## src/rtl/i2c_req_arbiter.sv

```systemverilog
// i2c_req_arbiter: round-robin sharing of one I2C register-write master.
// Optional WAIT_DONE watchdog enabled by defining I2C_ARB_TIMEOUT_EN.
module i2c_req_arbiter #(
  parameter int NUM_REQ        = 4,
  parameter int TIMEOUT_CYCLES = 65535
) (
  input  logic                 clk,
  input  logic                 reset,
  input  logic [NUM_REQ-1:0]   req,
  input  logic [NUM_REQ*7-1:0] req_chip_addr,
  input  logic [NUM_REQ*8-1:0] req_reg_addr,
  input  logic [NUM_REQ*8-1:0] req_wdata,
  output logic [NUM_REQ-1:0]   gnt,
  output logic [NUM_REQ-1:0]   done,
  output logic [NUM_REQ-1:0]   err,
  output logic                 busy,
  output logic                 m_start,
  output logic [6:0]           m_chip_addr,
  output logic [7:0]           m_reg_addr,
  output logic [7:0]           m_wdata,
  input  logic                 m_done,
  input  logic                 m_err
);

  localparam int PW = $clog2(NUM_REQ);
  localparam logic [NUM_REQ-1:0] ONE = NUM_REQ'(1);

  typedef enum logic [1:0] {
    IDLE,
    WAIT_DONE,
    RESP
  } state_t;

  state_t        state;
  logic [PW-1:0] ptr;
  logic [PW-1:0] cur;
  logic [PW-1:0] win;
  logic [PW-1:0] idx;
  logic          found;
  logic          tmo;

  // Walk downward so the candidate nearest ptr+1 is written last.
  always_comb begin
    win   = '0;
    idx   = '0;
    found = 1'b0;
    for (int k = NUM_REQ; k >= 1; k--) begin
      idx = PW'((int'(ptr) + k) % NUM_REQ);
      if (req[idx]) begin
        win   = idx;
        found = 1'b1;
      end
    end
  end

`ifdef I2C_ARB_TIMEOUT_EN
  logic [15:0] cnt;

  always_ff @(posedge clk or negedge reset) begin
    if (!reset) begin
      cnt <= '0;
    end else if (state == WAIT_DONE) begin
      cnt <= cnt + 16'd1;
    end else begin
      cnt <= '0;
    end
  end

  assign tmo = (state == WAIT_DONE) &&
               (cnt == 16'(TIMEOUT_CYCLES - 1));
`else
  assign tmo = 1'b0;
`endif

  always_ff @(posedge clk or negedge reset) begin
    if (!reset) begin
      state       <= IDLE;
      ptr         <= PW'(NUM_REQ - 1);
      cur         <= '0;
      gnt         <= '0;
      done        <= '0;
      err         <= '0;
      busy        <= 1'b0;
      m_start     <= 1'b0;
      m_chip_addr <= '0;
      m_reg_addr  <= '0;
      m_wdata     <= '0;
    end else begin
      m_start <= 1'b0;
      done    <= '0;
      err     <= '0;
      unique case (state)
        IDLE: begin
          if (found) begin
            gnt         <= ONE << win;
            cur         <= win;
            m_start     <= 1'b1;
            busy        <= 1'b1;
            m_chip_addr <= req_chip_addr[7*win +: 7];
            m_reg_addr  <= req_reg_addr[8*win +: 8];
            m_wdata     <= req_wdata[8*win +: 8];
            state       <= WAIT_DONE;
          end
        end
        WAIT_DONE: begin
          if (m_done || tmo) begin
            done[cur] <= 1'b1;
            err[cur]  <= m_done ? m_err : 1'b1;
            gnt       <= '0;
            ptr       <= cur;
            state     <= RESP;
          end
        end
        RESP: begin
          busy  <= 1'b0;
          state <= IDLE;
        end
        default: state <= IDLE;
      endcase
    end
  end

endmodule
```

## config.mk

```make
export PLATFORM = sky130hd
export DESIGN_NAME = i2c_req_arbiter
export DESIGN_NICKNAME = d
export VERILOG_FILES = /design/src/rtl/i2c_req_arbiter.sv
export SDC_FILE = /design/constraint.sdc
export NUM_CORES = 1
export LEC_CHECK = 0
export ABC_AREA = 1
export CAP_MARGIN = 10
export CORE_MARGIN = 1
export CORE_UTILIZATION = 37
export DETAILED_ROUTE_END_ITERATION = 10
export GPL_ROUTABILITY_DRIVEN = 0
export PLACE_DENSITY = 0.88
export SETUP_SLACK_MARGIN = 0.15
export SYNTH_ARGS = -nofsm -noshare
export SYNTH_HDL_FRONTEND = slang
export SYNTH_SLANG_ARGS = --single-unit
```

## constraint.sdc

```tcl
create_clock -name clk -period 1.89 [get_ports clk]
set_input_delay 0.378 -clock clk [delete_from_list [all_inputs] [get_ports clk]]
set_output_delay 0.378 -clock clk [all_outputs]
set_load 0.02 [all_outputs]
```

==> summary.md <==
| Metric | Value |
|---|---|
| Synth Register Bits | 43 |
| Pwr dens | 2038 nW/µm² |
| Hold WC Path Type | input pin to asynchronous set/reset pin |
| Buffers on Ports | 136 |
| Vias per cell | 4.894 |
| Final ANT Viol Nets | 0 |
| Syn Nets | 560 |
| Failing checks | setup timing |
| Startpoint types | flip-flop |
| Die width | around 90 µm |
| Final Hold Viols | 0 |
| Relative slew slack | 0.6426 |
| Setup crit end kind | flip-flop |
| Final Non-Filler Cells | 714 |
| CTS Root Cell | clkbuf_8 |
| Worst endpoint data arrival time | 2.21 ns |
| Worst-skew pair later-pin latency | 0.29 ns |
| Max-cap violations | 0 |
| Most frequent CP cell | nand2_1 |
| Boundary Pins | 137 |
| DRT Pass-1 Iters | 4 |
| Cells after synthesis | 460 |
| Die height | 89.96 µm |
| Global-route wire length before repair | roughly 15000 µm |
| Wire length per cell | 14.10 µm |
| Final setup fails | 25 |
| Max Transition Viols Final | 0 |
| Cell family with most CP delay | simple AND/OR/NAND/NOR gates |
| Wl on met1 | 4091 µm |
| Post-detail-place hpwl | 6426 µm |
| Synth cell types | 23 |
| Top sig layer | met4 |
| Clk pin slew, worst setup/hold paths | 0.09 ns |
| WP data required | around 2.1 ns |
| GRT Resource Usage Total | 0.2197 |
| Share of cells above drive strength 1 | 0.1772 |
| Clock Skew | 0.005266 ns |
| Vias in the first global route | around 3200 |
| Rows | 31 |
| 1st-iter DRT viols | 133 |
| Met3 wire length | between 600 and 700 µm |
| Layout net count | 714 |
| Layout area overhead | 77.53% |
| Most common cell after layout, fill and taps aside | nand2_1 |
| CTS Buf Count | 5 |
| Post-synthesis sequential area ratio | 0.3767 |
| Synth top area share | 0.3584 |
| Leak Pwr | ~2.7 nW |
| Final setup margin | -0.1366 ns |
| Transition time at the pin with the least slew margin | between 0.5 and 0.6 ns |
| Vias | 3494 |
| Initial antenna violation count | 0 |
| Drc violations | 0 |
| Synth Warn # | 0 |
| CTS HTree Levels | 2 |
| Max incr delay on CP | 0.60 ns |
| Pwr Total | around 0.010 W |
| Fin Hold WS | 0.05465 ns |
| Initial Util | 0.3885 |
| # hold bufs at CTS | 0 |
| Highest clock rate | 493.4 MHz |
| Largest cells by area after synthesis | dfrtp_1 36%, nand2_1 28%, nand3_1 13%, inv_1 8.1%, buf_2 2.3% |
| Placed insts | 690 |
| Mean Syn Cell Area | 6.223 µm² |
| Area of the die | roughly 8100 µm² |
| Slowest cell on the critical path | dfstp_2 |
| Largest net degree at the start of global routing | 44 |
| CP Class | flip-flop to flip-flop |
| Drt total wl | slightly above 10000 µm |
| Final Util | 0.6896 |
| Total gr overflow | 0 |
| Core ar. | between 7000 and 8000 µm² |
| RSZ-0062 raised after global routing | true |
| Status | complete, but fails checks |
| # clock sinks | 43 |
| WP buf/inv | 3 |
| Most frequent cells in the layout | 176 x nand2_1, 134 x clkdlybuf4s50_1, 64 x nand3_1 |
| CTS Buffer Depth | 2 |
| Crit path max fanout | 7 |
| Peak VDD IR | 1.048 mV |
| Final period utilization | 1.072 |
| CP cell instances | buf_12 > nand2_2 > nand3_2 > nand2_1 > inv_2 > nand2_4 > nand2_4 > nand2_8 > nand2_8 > clkbuf_16 > nand2_1 > nand3_1 > nand2_1 > nand2_1 > nand2_1 |
| Met2 WL | 5156 µm |
| CTS tree | yes |
| Synth Cell Area | about 2900 µm² |
| Tmin final | around 2 ns |
| ANT cells | 0 |
| Yosys top cell by area | dfrtp_1 |
==> final timing paths <==
| check | start | to | slack [ns] | cells after the start |
|---|---|---|---|---|
| worst max-delay path | ptr[0]$_DFFE_PN1P_ | m_wdata[4]$_DFFE_PN0P_ | -0.14 | 15 |
| worst min-delay path | reset | done[1]$_DFF_PN0_ | 0.05 | 1 |
| worst max register to register | ptr[0]$_DFFE_PN1P_ | m_wdata[4]$_DFFE_PN0P_ | -0.14 | 15 |
| worst min register to register | m_reg_addr[0]$_DFFE_PN0P_ | m_reg_addr[0]$_DFFE_PN0P_ | 0.49 | 2 |
| max in group asynchronous | reset | m_wdata[4]$_DFFE_PN0P_ | 1.33 | 2 |
| min in group clk | m_reg_addr[0]$_DFFE_PN0P_ | m_reg_addr[0]$_DFFE_PN0P_ | 0.49 | 2 |
==> registers in the layout, summed over array words and instances, names as in the netlist <==
name,flops
m_reg_addr,8
m_wdata,8
m_chip_addr,7
done,4
err,4
gnt,4
cur,2
ptr,2
state,2
busy,1
m_start,1
==> cell families (layout without fill, tap and decap cells) <==
kind of cell           Yosys count  after routing  synth area share
AOI/OAI and AO/OA                9              9           0.01661
DFF                             43             43            0.3767
buffers and inverters           90            245            0.1403
and+or+nand+nor                318            318            0.4663
==> per-layer routing <==
layer | up-vias | track usage
met4 | 0 | 0.06317
met3 | 20 | 0.04653
met2 | 154 | 0.3904
li1 | 1711 | -
met1 | 1609 | 0.2676
met5 | - | 0
==> power by group <==
group / total (W) / internal, W / switching, W / leakage, nW
clock network: 0.000598 / 0.000264 / 0.000334 / 0.0408
logic: 0.00818 / 0.00373 / 0.00445 / 2.09
registers: 0.00158 / 0.00134 / 0.000243 / 0.541
total: 0.0104 / 0.00533 / 0.00503 / 2.67
==> Yosys cell counts, drive strengths merged <==
library cell  number
nand2            218
nand3             76
inv               67
dfrtp             41
buf               20
nor2              18
o21ai              7
nor3               4
clkbuf             3
dfstp              2
a21oi              1
nand3b             1
nor4               1
o21a               1
==> final cells by class <==
| cell class | instances | area, µm² |
|---|---|---|
| multi-input combinational | 327 | 1647 |
| fill | 595 | 2287 |
| inverter | 67 | 264.0 |
| sequential | 43 | 1079 |
| clock inverter | 3 | 23.77 |
| clock buffer | 5 | 68.82 |
| tap | 99 | 123.9 |
| timing repair buffer | 170 | 1877 |
==> timing repair <==
action                                  in CTS  in global routing
pin swaps                                    6                 22
setup buffers                                4                  5
gates cloned                                 2                  5
endpoints found under the setup margin      29                 32
resized for setup                           13                 72
==> stage by stage <==
step                      area (µm²)  setup TNS, ns  setup WS [ns]
after floorplan                 2867              0        0.05153
after global placement          4420         -6.009        -0.2809
after detailed placement        4420         -7.670        -0.3360
after CTS                       4649         -1.229       -0.08074
after global routing            5082         -5.145        -0.2341
final                           5082         -2.743        -0.1366
(Power assumes the default switching activity.)
